==> src/rtl/aes_byte_display_scheduler.sv <==
// rtl/aes_byte_display_scheduler.sv - steps through the 16 bytes of an AES block, showing each as three decimal digits
module aes_byte_display_scheduler #(
    parameter int unsigned DWELL = 32'd50000000
) (
    input  logic         clk,
    input  logic         rst,
    input  logic [127:0] data_in,
    input  logic         data_valid,
    output logic         data_ready,
    input  logic         step,
    input  logic         hold,
    output logic [3:0]   byte_idx,
    output logic [7:0]   cur_byte,
    output logic [6:0]   Seg1,
    output logic [6:0]   Seg2,
    output logic [6:0]   Seg3,
    output logic         busy,
    output logic         done
);

    localparam logic [31:0] DWELL_LAST = 32'(DWELL - 1);
    localparam logic [6:0]  SEG_BLANK  = 7'b1111111;

    typedef enum logic [1:0] {
        S_IDLE    = 2'd0,
        S_CONVERT = 2'd1,
        S_SHOW    = 2'd2
    } state_t;

    state_t         state_q, state_d;
    logic [127:0]   data_q;
    logic [3:0]     idx_q;
    logic [2:0]     bit_cnt_q;
    logic [19:0]    sr_q;
    logic [31:0]    dwell_q;
    logic [6:0]     seg1_q, seg2_q, seg3_q;
    logic           done_q;

    logic [7:0]     cur_byte_w;
    logic [19:0]    dd_in;
    logic [19:0]    dd_out;
    logic           capture;
    logic           conv_last;
    logic           show_end;
    logic           last_byte;

    // One double-dabble iteration on {hundreds, tens, ones, binary}:
    // correct every BCD nibble that would overflow on doubling, then shift.
    function automatic logic [19:0] dd_step(input logic [19:0] v);
        logic [19:0] t;
        t = v;
        for (int n = 0; n < 3; n++) begin
            if (t[8 + 4*n +: 4] >= 4'd5) begin
                t[8 + 4*n +: 4] = t[8 + 4*n +: 4] + 4'd3;
            end
        end
        return {t[18:0], 1'b0};
    endfunction

    // Active-low seven-segment pattern, bit 6 = segment g.
    function automatic logic [6:0] seg7(input logic [3:0] d);
        logic [6:0] s;
        case (d)
            4'd0:    s = 7'b1000000;
            4'd1:    s = 7'b1111001;
            4'd2:    s = 7'b0100100;
            4'd3:    s = 7'b0110000;
            4'd4:    s = 7'b0011001;
            4'd5:    s = 7'b0010010;
            4'd6:    s = 7'b0000010;
            4'd7:    s = 7'b1111000;
            4'd8:    s = 7'b0000000;
            4'd9:    s = 7'b0011000;
            default: s = SEG_BLANK;
        endcase
        return s;
    endfunction

    assign cur_byte_w = data_q[{idx_q, 3'b000} +: 8];
    // The first conversion cycle pulls the operand straight from the byte
    // mux, so no separate load cycle is needed and CONVERT is exactly 8 long.
    assign dd_in      = (bit_cnt_q == 3'd0) ? {12'd0, cur_byte_w} : sr_q;
    assign dd_out     = dd_step(dd_in);

    assign capture    = (state_q == S_IDLE) && data_valid;
    assign conv_last  = (state_q == S_CONVERT) && (bit_cnt_q == 3'd7);
    assign show_end   = (state_q == S_SHOW) && (step || (!hold && (dwell_q == DWELL_LAST)));
    assign last_byte  = (idx_q == 4'd15);

    // State register; reset abandons whatever was in progress.
    always_ff @(posedge clk) begin
        if (rst) begin
            state_q <= S_IDLE;
        end else begin
            state_q <= state_d;
        end
    end

    // Next-state selection.
    always_comb begin
        state_d = state_q;
        case (state_q)
            S_IDLE: begin
                if (capture) begin
                    state_d = S_CONVERT;
                end
            end
            S_CONVERT: begin
                if (conv_last) begin
                    state_d = S_SHOW;
                end
            end
            S_SHOW: begin
                if (show_end) begin
                    state_d = last_byte ? S_IDLE : S_CONVERT;
                end
            end
            default: state_d = S_IDLE;
        endcase
    end

    // State-decoded outputs.
    always_comb begin
        data_ready = (state_q == S_IDLE);
        busy       = (state_q != S_IDLE);
    end

    // Block capture, byte index, BCD conversion, segment latch and dwell timer.
    always_ff @(posedge clk) begin
        if (rst) begin
            data_q    <= '0;
            idx_q     <= '0;
            bit_cnt_q <= '0;
            sr_q      <= '0;
            dwell_q   <= '0;
            seg1_q    <= SEG_BLANK;
            seg2_q    <= SEG_BLANK;
            seg3_q    <= SEG_BLANK;
            done_q    <= 1'b0;
        end else begin
            done_q <= show_end && last_byte;

            if (capture) begin
                data_q    <= data_in;
                idx_q     <= 4'd0;
                bit_cnt_q <= 3'd0;
            end

            if (state_q == S_CONVERT) begin
                sr_q      <= dd_out;
                bit_cnt_q <= bit_cnt_q + 3'd1;
                if (conv_last) begin
                    seg1_q  <= seg7(dd_out[11:8]);
                    seg2_q  <= seg7(dd_out[15:12]);
                    seg3_q  <= seg7(dd_out[19:16]);
                    dwell_q <= 32'd0;
                end
            end

            if (state_q == S_SHOW) begin
                if (show_end) begin
                    dwell_q <= 32'd0;
                    if (!last_byte) begin
                        idx_q     <= idx_q + 4'd1;
                        bit_cnt_q <= 3'd0;
                    end
                end else if (!hold) begin
                    dwell_q <= dwell_q + 32'd1;
                end
            end
        end
    end

    assign byte_idx = idx_q;
    assign cur_byte = cur_byte_w;
    assign Seg1     = seg1_q;
    assign Seg2     = seg2_q;
    assign Seg3     = seg3_q;
    assign done     = done_q;

endmodule

==> config.mk <==
export PLATFORM = sky130hd
export DESIGN_NAME = aes_byte_display_scheduler
export DESIGN_NICKNAME = d
export VERILOG_FILES = /design/src/rtl/aes_byte_display_scheduler.sv
export SDC_FILE = /design/constraint.sdc
export NUM_CORES = 1
export LEC_CHECK = 0
export ABC_CLOCK_PERIOD_IN_PS = 6200
export BUFFER_PORTS_ARGS = -buffer_cell sky130_fd_sc_hd__clkbuf_2
export CAP_MARGIN = 5
export CORE_UTILIZATION = 30
export DETAILED_ROUTE_END_ITERATION = 8
export GPL_TIMING_DRIVEN = 0
export PLACE_DENSITY = 0.54
export SETUP_SLACK_MARGIN = 0.3
export SLEW_MARGIN = 20
export SYNTH_ARGS = -nofsm -noshare
export SYNTH_HDL_FRONTEND = slang
export SYNTH_SLANG_ARGS = --single-unit
export TNS_END_PERCENT = 30
==> constraint.sdc <==
create_clock -name clk -period 6.2 [get_ports clk]
set_input_delay 0 -clock clk [delete_from_list [all_inputs] [get_ports clk]]
set_output_delay 0 -clock clk [all_outputs]
set_load 0.005 [all_outputs]
==> results of run 1 <==
[cells in the final DEF (no fill, tap or decap), types with 14 or more instances in the layout]
| cell type | Yosys | routed |
|---|---|---|
| o21ai_0 | 34 | 34 |
| clkbuf_1 | 71 | 74 |
| a21oi_1 | 185 | 185 |
| nand3_1 | 22 | 22 |
| clkbuf_16 | 0 | 25 |
| inv_1 | 21 | 21 |
| clkbuf_2 | 0 | 167 |
| ha_1 | 21 | 21 |
| mux4_2 | 39 | 39 |
| nand2_1 | 326 | 326 |
| or3_1 | 16 | 16 |
| dlygate4sd3_1 | 0 | 130 |
| dfxtp_1 | 210 | 210 |
| nor3_1 | 24 | 24 |
| a211oi_1 | 14 | 14 |
| nor2_1 | 65 | 65 |
[power by group]
part	internal (mW)	leakage (nW)	total (mW)	switching [mW]
sequential	1.40	1.71	1.43	0.0277
combinational	0.158	3.09	0.349	0.191
clock	0.920	0.431	1.51	0.593
[worst max-delay path: cells and delay by family, from the launching register on]
family          cells  cell delay, ns
flops               1            0.37
compound gates      5            1.05
buf+inv             3            0.67
simple gates        3            0.52
fa+ha+maj           3            0.69
[cell families after synthesis]
group | after synthesis
AO/OA/AOI/OAI | 309
flip-flops | 210
adder cells (fa/ha/maj) | 21
buffers and inverters | 115
AND/OR/NAND/NOR | 528
multiplexers | 48
XOR/XNOR | 3
[layout make-up]
| type | count | area (um2) |
|---|---|---|
| Clock inverter | 9 | 110 |
| Multi-Input combinational cell | 909 | 5420 |
| Fill cell | 3280 | 19100 |
| Timing Repair Buffer | 297 | 2140 |
| Tap cell | 442 | 553 |
| Inverter | 22 | 82.6 |
| Sequential cell | 210 | 4200 |
| Buffer | 93 | 379 |
| Clock buffer | 36 | 747 |
[flip-flops by register name (all words and copies together) (netlist names)]
register,flops
Seg1,7
Seg3,7
byte_idx,4
data_q,128
bit_cnt_q,3
Seg2,7
done,1
state_q,2
sr_q,19
dwell_q,32
[routing by layer]
| metal | up-vias | global-route usage | routed length [um] |
|---|---|---|---|
| li1 | 4965 | - | - |
| met1 | 4799 | 0.265 | 15400 |
| met2 | 320 | 0.334 | 16400 |
| met3 | 51 | 0.0271 | 1760 |
| met4 | 0 | 0.0612 | 998 |
| met5 | - | 0 | 0 |
[path summary, 6_finish.rpt]
check                        endpoint  slack, ns  depth (start not counted)
max              Seg3[3]$_SDFFE_PP1P_       2.85                         14
min            dwell_q[23]$_SDFF_PP0_       0.13                          4
max reg2reg      Seg3[3]$_SDFFE_PP1P_       2.85                         14
min reg2reg  data_q[123]$_SDFFE_PP0P_       0.45                          2
[stage by stage]
stage          total power, mW  utilization  cell area [um2]
2_1_floorplan             1.61            -            10100
3_3_place_gp              1.74        0.350            11500
3_5_place_dp              1.74        0.350            11500
4_1_cts                   3.32        0.416            13600
5_1_grt                   3.42        0.416            13600
6_report                  3.29        0.416            13600
==> flow_metrics.env, run 1 <==
export IMPL_timing_critical_path_slowest_stage_cell="clkbuf_1"
export IMPL_drv_cap=0
export IMPL_report_final_slew_viol_count=0
export IMPL_worstPathMaxFanout=10
export IMPL_synthTopCellsByArea="dfxtp_1, nand2_1, a21oi_1, mux4_2, clkbuf_1"
export IMPL_dr_total_vias=10135
export IMPL_cts_setup_buffers=0
export IMPL_clock_tree_root_driver_cell="clkbuf_16"
export IMPL_min_delay_start="rst"
export IMPL_detail_route_drc_violations=0
export IMPL_coreArea_um2=32800
export IMPL_crit_path_launch_type="register"
export IMPL_synthesis_area_um2=10100
export IMPL_initial_core_util=0.308
export IMPL_synth_most_common_cell="nand2_1"
export IMPL_synth_xor_xnor_area_share=0.00260
export IMPL_yosys_warnings=0
export IMPL_final_hold_worst_slack_ns=0.132
export IMPL_hold_buffers=130
export IMPL_data_arrival_time_of_the_critical_path_ns=3.82
export IMPL_power_density_nw_per_um2=242
export IMPL_synthMuxAreaShare=0.0964
export IMPL_dominantRegCellSynth="dfxtp_1"
export IMPL_min_delay_path_class="primary input to register"
export IMPL_finalWeightedCongestion=0.867
export IMPL_cts_tree="done"
export IMPL_maximum_number_of_pins_on_one_net_before_global_route_repair=14
export IMPL_timing_final_setup_violations=0
export IMPL_ir_drop_v=0.000193
export IMPL_hpwl_um=25000
export IMPL_synth_top_area_frac=0.417
export IMPL_synth_compound_gate_area_share=0.182
export IMPL_timing_critical_path_mode_cell="ha_1"
export IMPL_avgRoutedWirePerCell_um=17.1
export IMPL_clock_skew_final_ns=0.0118
export IMPL_synthTopCellsByCount="nand2_1, dfxtp_1, a21oi_1"
export IMPL_final_hold_viol_count=0
export IMPL_drt_antenna_violating_nets=0
export IMPL_syn_avg_cell_area_um2=8.17
export IMPL_cellLeakagePower_nw=5.23
export IMPL_chipWidth_um=185
export IMPL_synth_edf_count=0
export IMPL_numPlacedInstances=1843
export IMPL_overall_die_height_um=185
export IMPL_end_kind="register"
export IMPL_final_min_period_over_clock_period=0.540
export IMPL_async_flop_share=0
export IMPL_area_growth_pct=35.2
export IMPL_drt_pre_antenna_iters=5
export IMPL_timing_slew_headroom=0.445
export IMPL_fin_cells=2018
export IMPL_clock_latency_ns=0.54
export IMPL_layout_min_cycle_time_ns=3.35
export IMPL_grt_setup_unrepaired="no"
export IMPL_synth_top_family_by_area="simple AND/OR/NAND/NOR gates"
export IMPL_floorplan_io_pins=169
export IMPL_critPathKind="register to register"
export IMPL_count_of_buffers_inserted_at_the_top_level_ports=167
export IMPL_result_of_the_run="completed"
export IMPL_ctsResizeCount=0
export IMPL_critPathMaxStageDelay_ns=0.42
export IMPL_final_layout_size_suffix_gt1_frac=0.180
export IMPL_drtIter0Drc=601
export IMPL_layout_nets=1712
export IMPL_drt_total_wl_um=34500
export IMPL_grt_use_total=0.200
export IMPL_worst_pin_slew_ns=0.832
export IMPL_design_die_area_um2=34400
export IMPL_fmax_ghz=0.299
export IMPL_detail_route_vias_per_cell=5.02
export IMPL_grt_antenna_before_repair=0
export IMPL_setup_ws_ns=2.85
export IMPL_htree_levels=1
export IMPL_cts_max_path_buffers=3
export IMPL_syn_num_nets=1388
export IMPL_post_synth_fa_ha_maj_area_fraction=0.0260
export IMPL_synth_cells=1234
export IMPL_cts_sinks=210
export IMPL_grt_pass1_wl_um=53000
export IMPL_flops_latches_synth=210
export IMPL_grt_pass1_vias=9573
export IMPL_cp_cell_sequence="inv_1, ha_1, nand2b_1, clkbuf_1, nand2_1, ha_1, o21a_1, o311a_1, inv_1, ha_1, nand2_1, a21oi_1, a311oi_1, a211o_1"
export IMPL_yosys_cell_types_count=68
export IMPL_floorplan_rows=66
export IMPL_reg_clk_slew_reported_paths_ns=0.06
export IMPL_crit_startpoint="bit_cnt_q[0]$_SDFF_PP0_"
export IMPL_post_synth_top_area_cell="dfxtp_1"
export IMPL_cts_made_buffers=25
export IMPL_ys_seq_area_frac=0.417
export IMPL_pre_cts_slack_ns=2.88
export IMPL_antenna_diode_count=0
export IMPL_total_congestion_overflow=0
export IMPL_critical_path_reg2reg_startpoint="bit_cnt_q[0]$_SDFF_PP0_"
export IMPL_synthSimpleGateAreaFrac=0.231
export IMPL_worst_endpoint_required_ns=6.67
export IMPL_setup_tns_ns=0
No activity file was read; power rests on OpenSTA's default activity.
==> inputs of run 2 (changes only) <==
Settings changed: ABC_AREA set to 1, ABC_CLOCK_PERIOD_IN_PS 6200 to 2850, PLACE_DENSITY 0.54 to 0.55.
Clock period 6.2 ns to 2.85 ns, I/O delays scaled along.
==> flow_metrics.env, run 2 <==
export IMPL_chipWidth_um=191
export IMPL_layout_area_seq_um2=4210
export IMPL_synthesis_area_um2=10700
export IMPL_drt_antenna_violating_nets=0
export IMPL_avgRoutedWirePerCell_um=16.5
export IMPL_cellLeakagePower_nw=5.98
export IMPL_yosys_cell_types_count=37
export IMPL_synth_most_common_cell="nor2_1"
export IMPL_drt_pre_antenna_iters=5
export IMPL_final_min_period_over_clock_period=0.887
export IMPL_worst_endpoint_required_ns=2.85
export IMPL_cell_count_of_the_worst_reg_to_reg_path=6
export IMPL_synth_edf_count=0
export IMPL_total_power_mw=7.44
export IMPL_drt_total_wl_um=40000
export IMPL_detail_route_vias_per_cell=4.90
export IMPL_hpwl_um=29400
export IMPL_numPlacedInstances=2242
export IMPL_largestRegisters="data_q x128, dwell_q x32, sr_q x19"
export IMPL_floorplan_rows=68
export IMPL_synth_cells=1619
export IMPL_layout_min_cycle_time_ns=2.53
export IMPL_synth_top_area_frac=0.392
export IMPL_final_cell_mix="nor2_1, nand2_1, o21ai_0"
export IMPL_crit_path_launch_type="register"
export IMPL_power_density_nw_per_um2=515
export IMPL_end_kind="output port"
export IMPL_design_die_area_um2=36500
export IMPL_synthTopCellsByCount="nor2_1, nand2_1, o21ai_0"
export IMPL_min_delay_path_class="primary input to register"
export IMPL_grt_setup_unrepaired="yes"
export IMPL_grt_pass1_wl_um=61300
export IMPL_final_layout_size_suffix_gt1_frac=0.151
export IMPL_flops_latches_synth=210
export IMPL_antenna_diode_count=0
export IMPL_r2r_end="data_q[101]$_SDFFE_PP0P_"
export IMPL_worst_pin_slew_ns=0.773
export IMPL_area_growth_pct=34.7
export IMPL_fmax_ghz=0.396
export IMPL_final_hold_viol_count=0
export IMPL_synthTopCellsByArea="dfxtp_1, o21ai_0, nor2_1, nand2_1, a21oi_1"
export IMPL_dominantRegCellSynth="dfxtp_1"
export IMPL_cts_sinks=210
export IMPL_overall_die_height_um=191
export IMPL_syn_avg_cell_area_um2=6.62
export IMPL_grt_antenna_before_repair=0
export IMPL_reg_clk_slew_reported_paths_ns=0.07
export IMPL_detail_route_drc_violations=0
export IMPL_clock_skew_final_ns=0.0133
export IMPL_data_arrival_time_of_the_critical_path_ns=2.53
export IMPL_maximum_number_of_pins_on_one_net_before_global_route_repair=14
export IMPL_floorplan_io_pins=169
export IMPL_largest_register_ffs=128
export IMPL_timing_slew_headroom=0.485
export IMPL_result_of_the_run="completed"
export IMPL_ys_seq_area_frac=0.392
export IMPL_cts_tree="done"
export IMPL_holdPathEnd="sr_q[6]$_SDFFE_PP0N_"
export IMPL_yosys_warnings=0
export IMPL_register_name_with_the_most_flops="data_q"
export IMPL_cts_max_path_buffers=3
export IMPL_drtIter0Drc=849
export IMPL_dr_total_vias=11873
export IMPL_grt_pass1_vias=11299
export IMPL_post_synth_top_area_cell="dfxtp_1"
export IMPL_critPathKind="register to output port"
export IMPL_total_congestion_overflow=0
export IMPL_layout_nets=2104
export IMPL_timing_final_setup_violations=0
export IMPL_ff2ff_setup_slack_ns=0.36
export IMPL_initial_core_util=0.307
export IMPL_critical_path_reg2reg_startpoint="state_q[0]$_SDFFE_PP0P_"
export IMPL_final_core_utilization=0.414
export IMPL_finalWeightedCongestion=0.921
export IMPL_min_delay_path_depth=3
export IMPL_min_delay_start="rst"
export IMPL_drv_cap=0
export IMPL_final_common_cell="nor2_1"
export IMPL_count_of_buffers_inserted_at_the_top_level_ports=168
export IMPL_ir_drop_v=0.000421
export IMPL_coreArea_um2=34900
export IMPL_syn_num_nets=1773
export IMPL_htree_levels=1
export IMPL_fin_cells=2423
export IMPL_report_final_slew_viol_count=0
export IMPL_cts_made_buffers=24
export IMPL_fillers=3725
export IMPL_async_flop_share=0
export IMPL_clock_latency_ns=0.53
export IMPL_multi_input_gate_area_in_the_final_layout_um2=5810
export IMPL_clock_tree_root_driver_cell="clkbuf_16"
export IMPL_grt_use_total=0.216
export IMPL_worstPathMaxFanout=10
[run 2: cell families (layout without fill, tap and decap cells)]
| logic type | Yosys count | in the layout | synth area share |
|---|---|---|---|
| and+or+nand+nor | 743 | 743 | 0.287 |
| buffers and inverters | 213 | 562 | 0.0781 |
| xor gates and xnor gates | 15 | 15 | 0.0123 |
| adders and majority gates | 21 | 21 | 0.0245 |
| AOI/OAI and AO/OA | 417 | 417 | 0.206 |
| DFF | 210 | 210 | 0.392 |
[run 2: what timing repair did]
item | 4_1_cts | 5_1_grt
hold buffers | 129 | 0
pin swaps | 1 | 9
endpoints found under the hold margin | 130 | 0
setup endpoints to repair | 28 | 31
setup buffers | 1 | 7
resized for setup | 22 | 40
[run 2: worst max-delay path by stage]
stage          cells past startpoint                       end                    start
2_1_floorplan                     17      Seg3[1]$_SDFFE_PP1P_  bit_cnt_q[0]$_SDFF_PP0_
3_3_place_gp                      15      Seg1[5]$_SDFFE_PP1P_   byte_idx[0]$_SDFF_PP0_
5_1_grt                            6  data_q[122]$_SDFFE_PP0P_  state_q[0]$_SDFFE_PP0P_
4_1_cts                            8               cur_byte[0]   byte_idx[0]$_SDFF_PP0_
3_5_place_dp                      15      Seg1[5]$_SDFFE_PP1P_   byte_idx[0]$_SDFF_PP0_
6_report                           8               cur_byte[6]   byte_idx[0]$_SDFF_PP0_
[run 2: through the flow]
| step | setup WS [ns] | cell area (um2) | TNS, ns | hold slack [ns] |
|---|---|---|---|---|
| floorplan | 0.345 | 10700 | 0 | 0.167 |
| global placement | -0.178 | 12100 | -0.791 | 0.266 |
| detailed placement | -0.168 | 12100 | -1.18 | 0.261 |
| CTS | 0.224 | 14300 | 0 | 0.107 |
| global route | 0.258 | 14400 | 0 | 0.149 |
| finish | 0.322 | 14400 | 0 | 0.140 |
[run 2: per-layer routing]
metal | wire (um) | track usage | vias to the layer above
met5 | 0 | 0 | -
li1 | - | - | 6012
met2 | 18400 | 0.359 | 364
met1 | 17900 | 0.282 | 5427
met3 | 2450 | 0.0292 | 70
met4 | 1300 | 0.0809 | 0
[run 2: critical path: stages, from the launching register on]
cell and delay [ns]:
dfxtp_1 0.40, clkbuf_4 0.22, buf_2 0.23, clkbuf_4 0.27, o21ai_0 0.14, o211ai_1 0.18, nand3_1 0.23, nand2_1 0.20
clkbuf_2 0.14
[run 2: layout make-up]
| cell class | count | area share |
|---|---|---|
| Inverter | 118 | 0.0309 |
| Clock inverter | 8 | 0.00364 |
| Buffer | 95 | 0.0294 |
| Sequential cell | 210 | 0.291 |
| Timing Repair Buffer | 305 | 0.152 |
| Tap cell | 455 | 0.0394 |
| Multi-Input combinational cell | 1196 | 0.402 |
| Clock buffer | 36 | 0.0511 |
[run 2: report_power, final]
part | switching [mW] | leakage (nW) | internal [mW]
Clock | 1.29 | 0.387 | 1.79
Sequential | 0.0903 | 1.73 | 3.12
Combinational | 0.678 | 3.86 | 0.468
Total | 2.06 | 5.98 | 5.38
==> inputs of run 3 (changes only) <==
Settings changed: CTS_BUF_LIST set to sky130_fd_sc_hd__clkbuf_8.
==> flow_metrics.env, run 3 (synthesis gave the netlist of run 2 again) <==
export IMPL_worstPathMaxFanout=10
export IMPL_initial_core_util=0.307
export IMPL_stdcell_area_um2=14500
export IMPL_overall_die_height_um=191
export IMPL_hpwl_um=29400
export IMPL_largest_register_ffs=128
export IMPL_coreArea_um2=34900
export IMPL_floorplan_io_pins=169
export IMPL_final_core_utilization=0.414
export IMPL_drt_pre_antenna_iters=5
export IMPL_final_layout_size_suffix_gt1_frac=0.159
export IMPL_cts_tree="done"
export IMPL_total_congestion_overflow=0
export IMPL_report_final_slew_viol_count=0
export IMPL_worst_endpoint_required_ns=2.85
export IMPL_layout_nets=2119
export IMPL_antenna_diode_count=0
export IMPL_result_of_the_run="completed"
export IMPL_ir_drop_v=0.000395
export IMPL_avgRoutedWirePerCell_um=16.5
export IMPL_timing_critical_path_slowest_stage_cell="clkbuf_1"
export IMPL_clock_tree_root_driver_cell="clkbuf_8"
export IMPL_drv_cap=0
export IMPL_reg_clk_slew_reported_paths_ns=0.07
export IMPL_final_hold_viol_count=0
export IMPL_cp_cell_sequence="clkbuf_4, clkbuf_1, o21ai_0, o221ai_1, nand3_1, nand2_1, clkbuf_2"
export IMPL_grt_pass1_wl_um=61700
export IMPL_final_common_cell="nor2_1"
export IMPL_cts_made_buffers=39
export IMPL_final_min_period_over_clock_period=0.914
export IMPL_layout_min_cycle_time_ns=2.60
export IMPL_chipWidth_um=191
export IMPL_cts_max_path_buffers=3
export IMPL_area_growth_pct=34.9
export IMPL_final_cell_mix="nor2_1, nand2_1, o21ai_0"
export IMPL_data_arrival_time_of_the_critical_path_ns=2.60
export IMPL_critPathKind="register to output port"
export IMPL_drt_antenna_violating_nets=0
export IMPL_finalWeightedCongestion=0.921
export IMPL_detailed_place_area_um2=12100
export IMPL_detail_route_drc_violations=0
export IMPL_setup_tns_ns=0
export IMPL_fmax_ghz=0.384
export IMPL_timing_final_setup_violations=0
export IMPL_drtIter0Drc=799
export IMPL_critPathMaxStageDelay_ns=0.43
export IMPL_cellLeakagePower_nw=6.03
export IMPL_power_density_nw_per_um2=512
export IMPL_drt_total_wl_um=40300
export IMPL_floorplan_rows=68
export IMPL_clock_latency_ns=0.56
export IMPL_design_die_area_um2=36500
export IMPL_detail_route_vias_per_cell=4.89
export IMPL_grt_pass1_vias=11422
export IMPL_maximum_number_of_pins_on_one_net_before_global_route_repair=12
export IMPL_clock_skew_final_ns=0.0397
export IMPL_count_of_buffers_inserted_at_the_top_level_ports=168
export IMPL_worst_pin_slew_ns=0.809
export IMPL_min_delay_path_class="primary input to register"
export IMPL_grt_antenna_before_repair=0
export IMPL_register_name_with_the_most_flops="data_q"
export IMPL_cts_sinks=210
export IMPL_grt_use_total=0.219
export IMPL_htree_levels=2
export IMPL_largestRegisters="data_q x128, dwell_q x32, sr_q x19"
export IMPL_dr_total_vias=11954
export IMPL_crit_path_launch_type="register"
export IMPL_end_kind="output port"
export IMPL_timing_slew_headroom=0.461
export IMPL_grt_setup_unrepaired="yes"
## run 3: cell types whose count changed in the layout (fill, tap and decap cells not counted), moves of 2 or more
cell | before | now
nand3_1 | 110 | 108
clkbuf_16 | 25 | 0
clkbuf_8 | 7 | 52
clkinv_4 | 2 | 0
clkbuf_1 | 66 | 62
nand3_2 | 3 | 5
inv_1 | 103 | 108
## run 3: cell type report
class	count	area, um2
timing repair buffer	305	2190
clock inverter	13	101
sequential	210	4210
multi-input combinational	1196	5790
inverter	118	447
fill	3720	20400
clock buffer	52	716
tap	455	569
buffer	95	430
## run 3: repair_timing
action | 4_1_cts | 5_1_grt
pin swaps | 2 | 10
endpoints found under the setup margin | 28 | 30
setup buffers | 1 | 7
hold buffers | 129 | 0
endpoints found under the hold margin | 132 | 0
resized for setup | 28 | 34
## run 3: final timing paths
kind	start	cells after the start	slack (ns)	to
max	byte_idx[0]$_SDFF_PP0_	7	0.25	cur_byte[0]
min	hold	5	0.13	dwell_q[16]$_SDFF_PP0_
max reg2reg	state_q[0]$_SDFFE_PP0P_	6	0.35	data_q[101]$_SDFFE_PP0P_
min reg2reg	data_q[87]$_SDFFE_PP0P_	2	0.45	data_q[87]$_SDFFE_PP0P_
## run 3: through the flow
| step | hold WS [ns] | power [mW] | setup slack (ns) | cells |
|---|---|---|---|---|
| after global placement | 0.266 | 4.21 | -0.178 | 2242 |
| final | 0.127 | 7.40 | 0.246 | 2444 |
| after global routing | 0.130 | 7.78 | 0.188 | 2444 |
| after floorplan | 0.167 | 3.85 | 0.345 | 1619 |
| after detailed placement | 0.261 | 4.22 | -0.168 | 2242 |
| after CTS | 0.0853 | 7.45 | 0.212 | 2437 |
## run 3: layer usage
layer	up-vias	part of all wire	global-route usage
met5	-	0	0
met4	0	0.036	0.0929
met3	83	0.062	0.0371
met2	395	0.46	0.358
met1	5430	0.45	0.281
li1	6046	-	-
## run 3: worst max-delay path, delay by kind of cell (launching register included)
kind	cells	cell delay, ns
buffers and inverters	3	0.83
DFF	1	0.39
and+or+nand+nor	2	0.40
AOI/OAI and AO/OA	2	0.42
## run 3: where the power goes
group	internal, mW	switching (mW)
Combinational	0.472	0.680
Sequential	3.13	0.0908
Clock	1.72	1.31
